**src/rtl/retire_store_buffer_pkg.sv**
```systemverilog
`default_nettype none
// +----------------------------------------------------------------------------+
// | Module      : retire_store_buffer_pkg                                      |
// | Description : Shared types, bus encodings and size-mask helper for the      |
// |               post-retire store buffer.                                    |
// | Revision    : 1.0 - initial release                                        |
// +----------------------------------------------------------------------------+
package retire_store_buffer_pkg;

  localparam int XLEN = 32;

  typedef enum logic [1:0] {
    BUS_NONE  = 2'd0,
    BUS_LOAD  = 2'd1,
    BUS_STORE = 2'd2
  } bus_cmd_e;

  typedef enum logic [1:0] {
    BYTE   = 2'd0,
    HALF   = 2'd1,
    WORD   = 2'd2,
    DOUBLE = 2'd3
  } mem_size_e;

  typedef struct packed {
    logic [XLEN-1:0] addr;
    logic [XLEN-1:0] data;
    mem_size_e       size;
    logic            valid;
  } sb_entry_t;

  // Keeps the low bytes that an access of the given size actually carries.
  function automatic logic [XLEN-1:0] size_mask(input mem_size_e size);
    case (size)
      BYTE:    return XLEN'(8'hFF);
      HALF:    return XLEN'(16'hFFFF);
      default: return {XLEN{1'b1}};
    endcase
  endfunction

endpackage
`default_nettype wire

```
**src/rtl/retire_store_buffer_sb_match.sv**
```systemverilog
`default_nettype none
// +----------------------------------------------------------------------------+
// | Module      : retire_store_buffer_sb_match                                 |
// | Description : Youngest-first word-match / cover search over the buffer.    |
// | Revision    : 1.0 - initial release                                        |
// +----------------------------------------------------------------------------+
module retire_store_buffer_sb_match
  import retire_store_buffer_pkg::*;
#(
  parameter  int SB_DEPTH = 4,
  localparam int SB_IDX_W = $clog2(SB_DEPTH)
) (
  input  logic [SB_DEPTH-1:0] i_valid,
  input  logic [XLEN-1:0]     i_addr [SB_DEPTH],
  input  mem_size_e           i_size [SB_DEPTH],
  input  logic [SB_IDX_W-1:0] i_tail,
  input  logic [XLEN-1:0]     i_ld_addr,
  input  mem_size_e           i_ld_size,
  output logic                o_match,
  output logic                o_cover,
  output logic [SB_IDX_W-1:0] o_match_idx
);

  logic [SB_IDX_W-1:0] w_idx;

  // Live entries are exactly the valid ones, so walking back from tail-1
  // over valid slots visits them youngest first.
  always_comb begin
    o_match     = 1'b0;
    o_cover     = 1'b0;
    o_match_idx = '0;
    w_idx       = '0;
    for (int k = 0; k < SB_DEPTH; k++) begin
      w_idx = i_tail - SB_IDX_W'(k + 1);
      if (!o_match && i_valid[w_idx] &&
          (i_addr[w_idx][XLEN-1:2] == i_ld_addr[XLEN-1:2])) begin
        o_match     = 1'b1;
        o_match_idx = w_idx;
        o_cover     = (i_addr[w_idx] == i_ld_addr) && (i_size[w_idx] >= i_ld_size);
      end
    end
  end

endmodule
`default_nettype wire

```
**src/rtl/retire_store_buffer.sv**
```systemverilog
`default_nettype none
// +----------------------------------------------------------------------------+
// | Module      : retire_store_buffer                                          |
// | Description : Post-retire FIFO store buffer draining to Dmem, loads have   |
// |               bus priority. Optional forwarding under `STORE_FWD_EN`.      |
// | Revision    : 1.0 - initial release                                        |
// +----------------------------------------------------------------------------+
module retire_store_buffer
  import retire_store_buffer_pkg::*;
#(
  parameter  int SB_DEPTH = 4,
  localparam int SB_IDX_W = $clog2(SB_DEPTH)
) (
  input  logic            clock,
  input  logic            reset,
  input  bus_cmd_e        st_command,
  input  mem_size_e       st_size,
  input  logic [XLEN-1:0] st_addr,
  input  logic [XLEN-1:0] st_data,
  output logic            sb_full,
  output logic            sb_empty,
  output logic            sb_overflow,
  input  logic            ld_req,
  input  logic [XLEN-1:0] ld_addr,
  input  mem_size_e       ld_size,
  output logic            ld_conflict,
  output logic            fwd_hit,
  output logic [XLEN-1:0] fwd_data,
  output bus_cmd_e        proc2Dmem_command,
  output mem_size_e       proc2Dmem_size,
  output logic [XLEN-1:0] proc2Dmem_addr,
  output logic [XLEN-1:0] proc2Dmem_data,
  input  logic            dmem_grant
);

  sb_entry_t             r_entries [SB_DEPTH];
  logic [SB_IDX_W-1:0]   r_head;
  logic [SB_IDX_W-1:0]   r_tail;
  logic [SB_IDX_W:0]     r_count;
  logic                  r_sb_full;
  logic                  r_sb_empty;
  logic                  r_sb_overflow;

  logic [SB_DEPTH-1:0]   w_valid;
  logic [XLEN-1:0]       w_addr [SB_DEPTH];
  mem_size_e             w_size [SB_DEPTH];
  logic                  w_match;
  logic                  w_cover;
  logic [SB_IDX_W-1:0]   w_match_idx;
  logic                  w_fwd_hit;
  logic                  w_ld_conflict;
  logic                  w_push_req;
  logic                  w_push;
  logic                  w_pop;
  logic [SB_IDX_W:0]     w_count_next;

  for (genvar gi = 0; gi < SB_DEPTH; gi++) begin : g_view
    assign w_valid[gi] = r_entries[gi].valid;
    assign w_addr[gi]  = r_entries[gi].addr;
    assign w_size[gi]  = r_entries[gi].size;
  end

  retire_store_buffer_sb_match #(
    .SB_DEPTH (SB_DEPTH)
  ) u_sb_match (
    .i_valid     (w_valid),
    .i_addr      (w_addr),
    .i_size      (w_size),
    .i_tail      (r_tail),
    .i_ld_addr   (ld_addr),
    .i_ld_size   (ld_size),
    .o_match     (w_match),
    .o_cover     (w_cover),
    .o_match_idx (w_match_idx)
  );

`ifdef STORE_FWD_EN
  assign w_fwd_hit     = ld_req && w_match && w_cover;
  assign w_ld_conflict = ld_req && w_match && !w_cover;
  assign fwd_data      = w_fwd_hit ? (r_entries[w_match_idx].data & size_mask(ld_size)) : '0;
`else
  logic w_unused_fwd;
  assign w_unused_fwd  = ^{w_cover, w_match_idx};
  assign w_fwd_hit     = 1'b0;
  assign w_ld_conflict = ld_req && w_match;
  assign fwd_data      = '0;
`endif

  assign fwd_hit     = w_fwd_hit;
  assign ld_conflict = w_ld_conflict;

  // Arbitration looks only at registered buffer state plus the live load.
  always_comb begin
    proc2Dmem_command = BUS_NONE;
    proc2Dmem_size    = BYTE;
    proc2Dmem_addr    = '0;
    proc2Dmem_data    = '0;
    if (!reset) begin
      proc2Dmem_command = BUS_NONE;
    end else if (ld_req && !w_ld_conflict && !w_fwd_hit) begin
      proc2Dmem_command = BUS_LOAD;
      proc2Dmem_size    = ld_size;
      proc2Dmem_addr    = ld_addr;
    end else if (!r_sb_empty) begin
      proc2Dmem_command = BUS_STORE;
      proc2Dmem_size    = r_entries[r_head].size;
      proc2Dmem_addr    = r_entries[r_head].addr;
      proc2Dmem_data    = r_entries[r_head].data;
    end
  end

  assign w_push_req   = (st_command == BUS_STORE);
  assign w_push       = w_push_req && !r_sb_full;
  assign w_pop        = (proc2Dmem_command == BUS_STORE) && dmem_grant;
  assign w_count_next = r_count + (SB_IDX_W+1)'(w_push) - (SB_IDX_W+1)'(w_pop);

  always_ff @(posedge clock or negedge reset) begin
    if (!reset) begin
      for (int i = 0; i < SB_DEPTH; i++) begin
        r_entries[i] <= '0;
      end
      r_head        <= '0;
      r_tail        <= '0;
      r_count       <= '0;
      r_sb_full     <= 1'b0;
      r_sb_empty    <= 1'b1;
      r_sb_overflow <= 1'b0;
    end else begin
      // Push lands at tail and pop retires head; they can only alias when
      // the buffer is empty or full, where one of the two is blocked.
      if (w_push) begin
        r_entries[r_tail] <= '{addr: st_addr, data: st_data, size: st_size, valid: 1'b1};
        r_tail            <= r_tail + 1'b1;
      end
      if (w_pop) begin
        r_entries[r_head].valid <= 1'b0;
        r_head                  <= r_head + 1'b1;
      end
      if (w_push_req && r_sb_full) begin
        r_sb_overflow <= 1'b1;
      end
      r_count    <= w_count_next;
      r_sb_full  <= (w_count_next == (SB_IDX_W+1)'(SB_DEPTH));
      r_sb_empty <= (w_count_next == '0);
    end
  end

  assign sb_full     = r_sb_full;
  assign sb_empty    = r_sb_empty;
  assign sb_overflow = r_sb_overflow;

endmodule
`default_nettype wire

```
**config.mk**
```make
export PLATFORM = sky130hd
export DESIGN_NAME = retire_store_buffer
export DESIGN_NICKNAME = d
export VERILOG_FILES = /design/src/rtl/retire_store_buffer_pkg.sv /design/src/rtl/retire_store_buffer_sb_match.sv /design/src/rtl/retire_store_buffer.sv
export SDC_FILE = /design/constraint.sdc
export NUM_CORES = 1
export LEC_CHECK = 0
export BUFFER_PORTS_ARGS = -buffer_cell sky130_fd_sc_hd__buf_4
export CORE_ASPECT_RATIO = 2
export CORE_MARGIN = 3
export CORE_UTILIZATION = 45
export CTS_CLUSTER_SIZE = 25
export DETAILED_ROUTE_END_ITERATION = 10
export PLACE_DENSITY = 0.72
export SLEW_MARGIN = 20
export SYNTH_ARGS = -nofsm -noshare
export SYNTH_HDL_FRONTEND = slang
export SYNTH_SLANG_ARGS = --single-unit
```
**constraint.sdc**
```tcl
create_clock -name clock -period 6.29 [get_ports clock]
set_clock_uncertainty 0.1 [all_clocks]
set_input_delay 0.629 -clock clock [delete_from_list [all_inputs] [get_ports clock]]
set_output_delay 0.629 -clock clock [all_outputs]
set_load 0.05 [all_outputs]
```
==> flow_summary.json, run 1 <==
{
  "whs_ns": 0.198,
  "grt_setup_unrepaired": "false",
  "synth_seq_cells": 278,
  "cts_tree": "done",
  "dieArea_sq_mm": 0.0418,
  "start_kind": "register",
  "routedWlPerCell_microns": 27.2,
  "ant_nets": 0,
  "synth-xor-area-share_pct": 5.30,
  "finalCriticalPeriod_ns": 6.06,
  "pre_cts_ws_ns": 0.780,
  "critical_path_class": "register to primary output",
  "clock_latency_ns": 0.55,
  "fmax_ghz": 0.165,
  "post_cts_resize_count": 0,
  "power.leakage_nw": 8.23,
  "drv_slew": 0,
  "dieHeight_microns": 286,
  "grt-ovfl-total": 0,
  "clk_path_buf_depth": 3,
  "portBuffers": 177,
  "initial_core_util_pct": 45.6,
  "slew_headroom_pct": 23.9,
  "path_buf_inv": 4,
  "syn-cell-area_sq_mm": 0.0177,
  "die_w_microns": 146,
  "grt_pass1_vias": 12800,
  "worst_setup_path_end_kind": "primary output",
  "ys_types": 66,
  "postLayoutSetupSlackWorst_ns": 0.227,
  "clkTransAtPathRegs_ns": 0.07,
  "fin_crit_sh_pct": 96.4,
  "muxShareOfSynthArea_pct": 39.0,
  "status": "complete, no violations",
  "worst_pin_slew_ns": 1.14,
  "drt_iter0_markers": 596,
  "synth_top_family_by_area": "multiplexers",
  "antenna_found_initial": 2,
  "synth-compound-area-share_pct": 5.83,
  "async_flop_share_pct": 100,
  "viasPerCell": 6.05,
  "critPathMaxStageDelay_ns": 0.91,
  "cp_data_arrival_time_ns": 5.33,
  "crit_chain": "buf_12 > buf_4 > mux4_2 > xnor2_1 > nand2_1 > a2111oi_0 > o211ai_1 > o22ai_2 > o311a_2 > buf_4 > and2_1 > buf_4",
  "cpMaxStageDelayCell": "a2111oi_0",
  "ys.flop_type": "dfrtp_1",
  "layout-drive-gt1-share_pct": 45.6,
  "yosysWarnings": 0,
  "finalHoldViolCount": 0,
  "row_count": 102,
  "cts_buffers": 26,
  "pin_count": 211,
  "grt_pass1_wl_microns": 80700,
  "syn_area_per_cell_sq_um": 13.3,
  "drc_errors": 0,
  "fill_cells": 3459,
  "clock-sinks": 278,
  "layout_commonest_cell": "dfrtp_1",
  "required_ns": 5.56,
  "dr.pass1.iters": 4,
  "post_cts_buffers": 0,
  "p_per_area_mw_per_mm2": 603,
  "nNetsFinal": 1547,
  "coreArea_sq_mm": 0.0388,
  "routed_wl_microns": 53600,
  "cp_max_fo": 42,
  "synth_edf_count": 0,
  "final_cell_mix": "dfrtp_1 (273), mux2_2 (272), buf_4 (195)",
  "syn_to_final_growth_pct": 13.2,
  "cap_violations": 0,
  "setup_tns_ns": 0,
  "hpwl_microns": 39400,
  "synth_cells": 1326,
  "seq_area_frac_synth_pct": 39.4,
  "cts_root_buf": "clkbuf_16",
  "max-vdd-ir-drop_mv": 0.342,
  "grt_max_degree": 118,
  "worst_path_most_repeated_cell": "buf_4",
  "min_path_type": "primary input to register",
  "setup_viol": 0,
  "grt_usage_pct": 25.2,
  "place.gp.congestion": 1.00,
  "critPathTopFamily": "compound AO/OA/AOI/OAI gates",
  "htreeDepth": 1,
  "synth_simple_gate_area_share_pct": 4.00,
  "num_vias": 11900,
  "postLayoutCoreUtil_pct": 51.6,
  "yosys.area_share.adder_pct": 0.821
}
## layer usage
layer | up-vias | track usage [%] | wire length [microns]
li1 | 5168 | - | -
met1 | 6282 | 26.6 | 18500
met2 | 349 | 47.3 | 29700
met3 | 122 | 2.99 | 1810
met4 | 0 | 15.0 | 3650
met5 | - | 0 | 0
## worst register-to-register path, stage by stage (launching register included)
cell,delay [ns]
dfrtp_4,0.66
buf_12,0.31
buf_4,0.41
mux4_2,0.56
xnor2_1,0.21
nand2_1,0.10
a2111oi_0,0.91
o211ai_1,0.23
o22ai_2,0.30
o31ai_1,0.23
inv_1,0.10
ha_1,0.11
inv_1,0.04
ha_1,0.19
fa_1,0.40
xnor2_1,0.27
nor3b_1,0.31
## final timing paths
kind                            slack, ns                          to  depth (start not counted)   startpoint
max in group asynchronous            3.75  asynchronous set/reset pin                          4        reset
worst min-delay path                 0.20                r_entries[0]                          2   dmem_grant
worst max register to register       0.75                     sb_full                         16    r_tail[0]
min in group asynchronous            0.51  asynchronous set/reset pin                          2        reset
worst min register to register       0.38                 sb_overflow                          1  sb_overflow
worst max-delay path                 0.23           proc2Dmem_data[4]                         12    r_tail[0]
## logic make-up after synthesis
logic type,count (synthesis)
compound gates,127
xor+xnor,107
fa+ha+maj,11
buf+inv,181
flops,278
mux,497
other cells,1
simple gates,124
## final cells by class
class,instances,area [sq um],area share (%)
Antenna cell,2,5.00,0.0250
Sequential cell,278,6970,34.8
Timing Repair Buffer,202,1590,7.94
Multi-Input combinational cell,899,9860,49.3
Tap cell,520,651,3.25
Clock buffer,34,762,3.81
Inverter,23,86.3,0.431
Clock inverter,12,91.3,0.456
## cells in the mapped netlist (18+ instances only)
| master | count | area, sq um |
|---|---|---|
| a32o_1 | 37 | 370 |
| nor2_1 | 21 | 78.8 |
| buf_4 | 43 | 323 |
| buf_6 | 20 | 225 |
| mux4_2 | 126 | 2840 |
| inv_1 | 22 | 82.6 |
| dfrtp_1 | 277 | 6930 |
| mux2i_1 | 97 | 971 |
| xnor2_1 | 89 | 780 |
| buf_1 | 25 | 93.8 |
| clkbuf_1 | 60 | 225 |
| xor2_1 | 18 | 158 |
| mux2_2 | 272 | 3060 |
| and2_1 | 37 | 231 |
## repair_timing
action,CTS,global route
endpoints found under the setup margin,0,0
hold buffers,1,0
endpoints found under the hold margin,65,0
## power breakdown
part / switching, mW / internal (mW) / total, mW
clock: 0.686 / 0.891 / 1.58
combinational: 3.33 / 3.39 / 6.72
sequential: 1.08 / 2.69 / 3.77
## stage by stage
step                      cells  power (mW)  cell area (sq um)
final                      1970        12.1              20000
after detailed placement   1921        10.5              19200
after global placement     1921        10.4              19100
after floorplan            1358        8.45              17800
after CTS                  1968        12.1              20000
after global routing       1970        12.7              20000
Power figures use the tool's default switching activity.
==> run 2, diff against run 1 <==
--- a/config.mk
+++ b/config.mk
@@ -9,9 +9,11 @@
 export CORE_ASPECT_RATIO = 2
 export CORE_MARGIN = 3
 export CORE_UTILIZATION = 45
+export CTS_CLUSTER_DIAMETER = 40
 export CTS_CLUSTER_SIZE = 25
 export DETAILED_ROUTE_END_ITERATION = 10
 export PLACE_DENSITY = 0.72
+export RECOVER_POWER = 50
 export SLEW_MARGIN = 20
 export SYNTH_ARGS = -nofsm -noshare
 export SYNTH_HDL_FRONTEND = slang
==> run 2 against run 1 <==
The flow now finishes with violations (capacitance limit, slew limit); via count up 0.60%; total power up 2.3%; cell area up 0.65%; count of clock-buffer cells in the layout down 4; utilization up 0.34 points; clock power up 18%; worst setup slack worse by 0.012 ns; sequential share of layout area down 0.22 points; combinational power about the same; register-to-register slack better by 0.04 ns; critical path depth unchanged; final cell count up 0.20%; critical path type unchanged; largest cell class unchanged; largest power group unchanged.
==> flow_summary.json, run 2 (synthesis results as in run 1) <==
{
  "status": "complete, but fails checks",
  "violations": "capacitance limit, slew limit",
  "worst_pin_slew_ns": 3.51,
  "layout_commonest_cell": "dfrtp_1",
  "required_ns": 5.56,
  "fill_cells": 3425,
  "cts_root_buf": "clkbuf_16",
  "p_per_area_mw_per_mm2": 613,
  "pre_cts_ws_ns": 0.780,
  "cp_max_fo": 42,
  "grt_pass1_wl_microns": 80900,
  "start_kind": "register",
  "cpMaxStageDelayCell": "a2111oi_0",
  "slew_headroom_pct": -134,
  "cts_tree": "done",
  "cp_data_arrival_time_ns": 5.35,
  "postLayoutSetupSlackWorst_ns": 0.215,
  "clkTransAtPathRegs_ns": 0.07,
  "die_w_microns": 146,
  "grt_max_degree": 118,
  "setup_viol": 0,
  "worst_path_most_repeated_cell": "buf_4",
  "hpwl_microns": 39400,
  "ant_nets": 0,
  "post_cts_buffers": 0,
  "initial_core_util_pct": 45.6,
  "nNetsFinal": 1548,
  "max-vdd-ir-drop_mv": 0.347,
  "critPathTopFamily": "compound AO/OA/AOI/OAI gates",
  "routed_wl_microns": 53600,
  "dieArea_sq_mm": 0.0418,
  "viasPerCell": 6.07,
  "portBuffers": 177,
  "power.leakage_nw": 8.27,
  "place.gp.congestion": 1.00,
  "critical_path_class": "register to primary output",
  "critPathMaxStageDelay_ns": 0.93,
  "routedWlPerCell_microns": 27.2,
  "clock-sinks": 278,
  "row_count": 102,
  "grt-ovfl-total": 0,
  "multiInputGateArea_sq_mm": 0.00985,
  "fmax_ghz": 0.165,
  "clock_latency_ns": 0.56,
  "final_cell_mix": "dfrtp_1 (273), mux2_2 (272), buf_4 (192)",
  "min_path_type": "primary input to register",
  "cap_violations": 5,
  "grt_setup_unrepaired": "false",
  "grt_pass1_vias": 12900,
  "drc_errors": 0,
  "pin_count": 211,
  "setup_tns_ns": 0,
  "finalCriticalPeriod_ns": 6.08,
  "dieHeight_microns": 286,
  "htreeDepth": 1,
  "crit_chain": "buf_12 > buf_4 > mux4_2 > xnor2_1 > nand2_1 > a2111oi_0 > o211ai_1 > o22ai_2 > o311a_2 > buf_4 > a32o_1 > buf_4",
  "fin_crit_sh_pct": 96.6,
  "drt_iter0_markers": 597,
  "dr.pass1.iters": 5,
  "coreArea_sq_mm": 0.0388,
  "grt_usage_pct": 25.2,
  "finalHoldViolCount": 0,
  "clk_path_buf_depth": 3,
  "path_buf_inv": 4,
  "worst_setup_path_end_kind": "primary output",
  "cts_buffers": 27,
  "drv_slew": 262,
  "num_vias": 12000,
  "syn_to_final_growth_pct": 14.0,
  "regArea_sq_mm": 0.00697,
  "antenna_found_initial": 3,
  "layout-drive-gt1-share_pct": 45.1
}
==> run 2: cell types whose count changed in the layout (fill, tap and decap cells not counted), sizes merged <==
| cell | previous run | this run |
|---|---|---|
| clkinv | 11 | 2 |
| inv | 22 | 33 |
| bufinv | 1 | 6 |
| buf | 201 | 197 |
| diode | 2 | 3 |
==> run 2: cell type report <==
type	instances	share of cell area [%]
multi-input cells	899	48.9
flip-flops and latches	278	34.6
repair buffers	202	7.76
clock buffers	30	3.51
well taps	520	3.23
clock inverters	19	1.58
inverters	23	0.428
diodes	3	0.0373
==> run 2: final timing paths <==
check                      slack, ns  cells after the start                    endpoint         from
max in group asynchronous       2.09                      4  asynchronous set/reset pin        reset
max                             0.21                     12          proc2Dmem_addr[21]    r_tail[0]
min reg2reg                     0.38                      1                 sb_overflow  sb_overflow
max reg2reg                     0.79                     16                     sb_full    r_tail[0]
min                             0.19                      2                r_entries[0]   dmem_grant
min in group asynchronous       0.50                      2  asynchronous set/reset pin        reset
==> run 2: through the flow <==
step	cell area, sq um	total power, mW	utilization [%]	hold slack [ns]	instances
after floorplan	17800	8.45	-	0.233	1358
after global placement	19100	10.4	49.4	0.352	1921
after detailed placement	19200	10.5	49.4	0.363	1921
after CTS	20200	12.4	52.0	0.166	1971
after global routing	20200	12.9	51.9	0.198	1974
final	20200	12.4	51.9	0.195	1974
==> run 2: layer usage <==
metal	routed length, microns	GRT usage, %
met2	29600	47.2
met1	18300	26.7
met4	3810	15.8
met5	0	0
met3	1970	2.84
==> run 2: worst register-to-register path, delay by kind of cell, from the launching register on <==
kind / cells / cell delay [ns]
AO/OA/AOI/OAI: 4 / 1.67
XOR/XNOR: 2 / 0.47
adder cells (fa/ha/maj): 3 / 0.71
buffers and inverters: 4 / 0.85
flip-flops: 1 / 0.66
multiplexers: 1 / 0.56
AND/OR/NAND/NOR: 2 / 0.38
==> run 2: report_power, final <==
group	total, mW	switching [mW]	internal [mW]	leakage (nW)
Sequential	3.76	1.07	2.69	3.34
Clock	1.87	0.777	1.09	0.499
Combinational	6.72	3.32	3.40	4.43
==> run 2: what timing repair did <==
| item | CTS | global route |
|---|---|---|
| hold buffers | 1 | 0 |
| endpoints found under the hold margin | 65 | 0 |
| gates resized for setup | 0 | 0 |
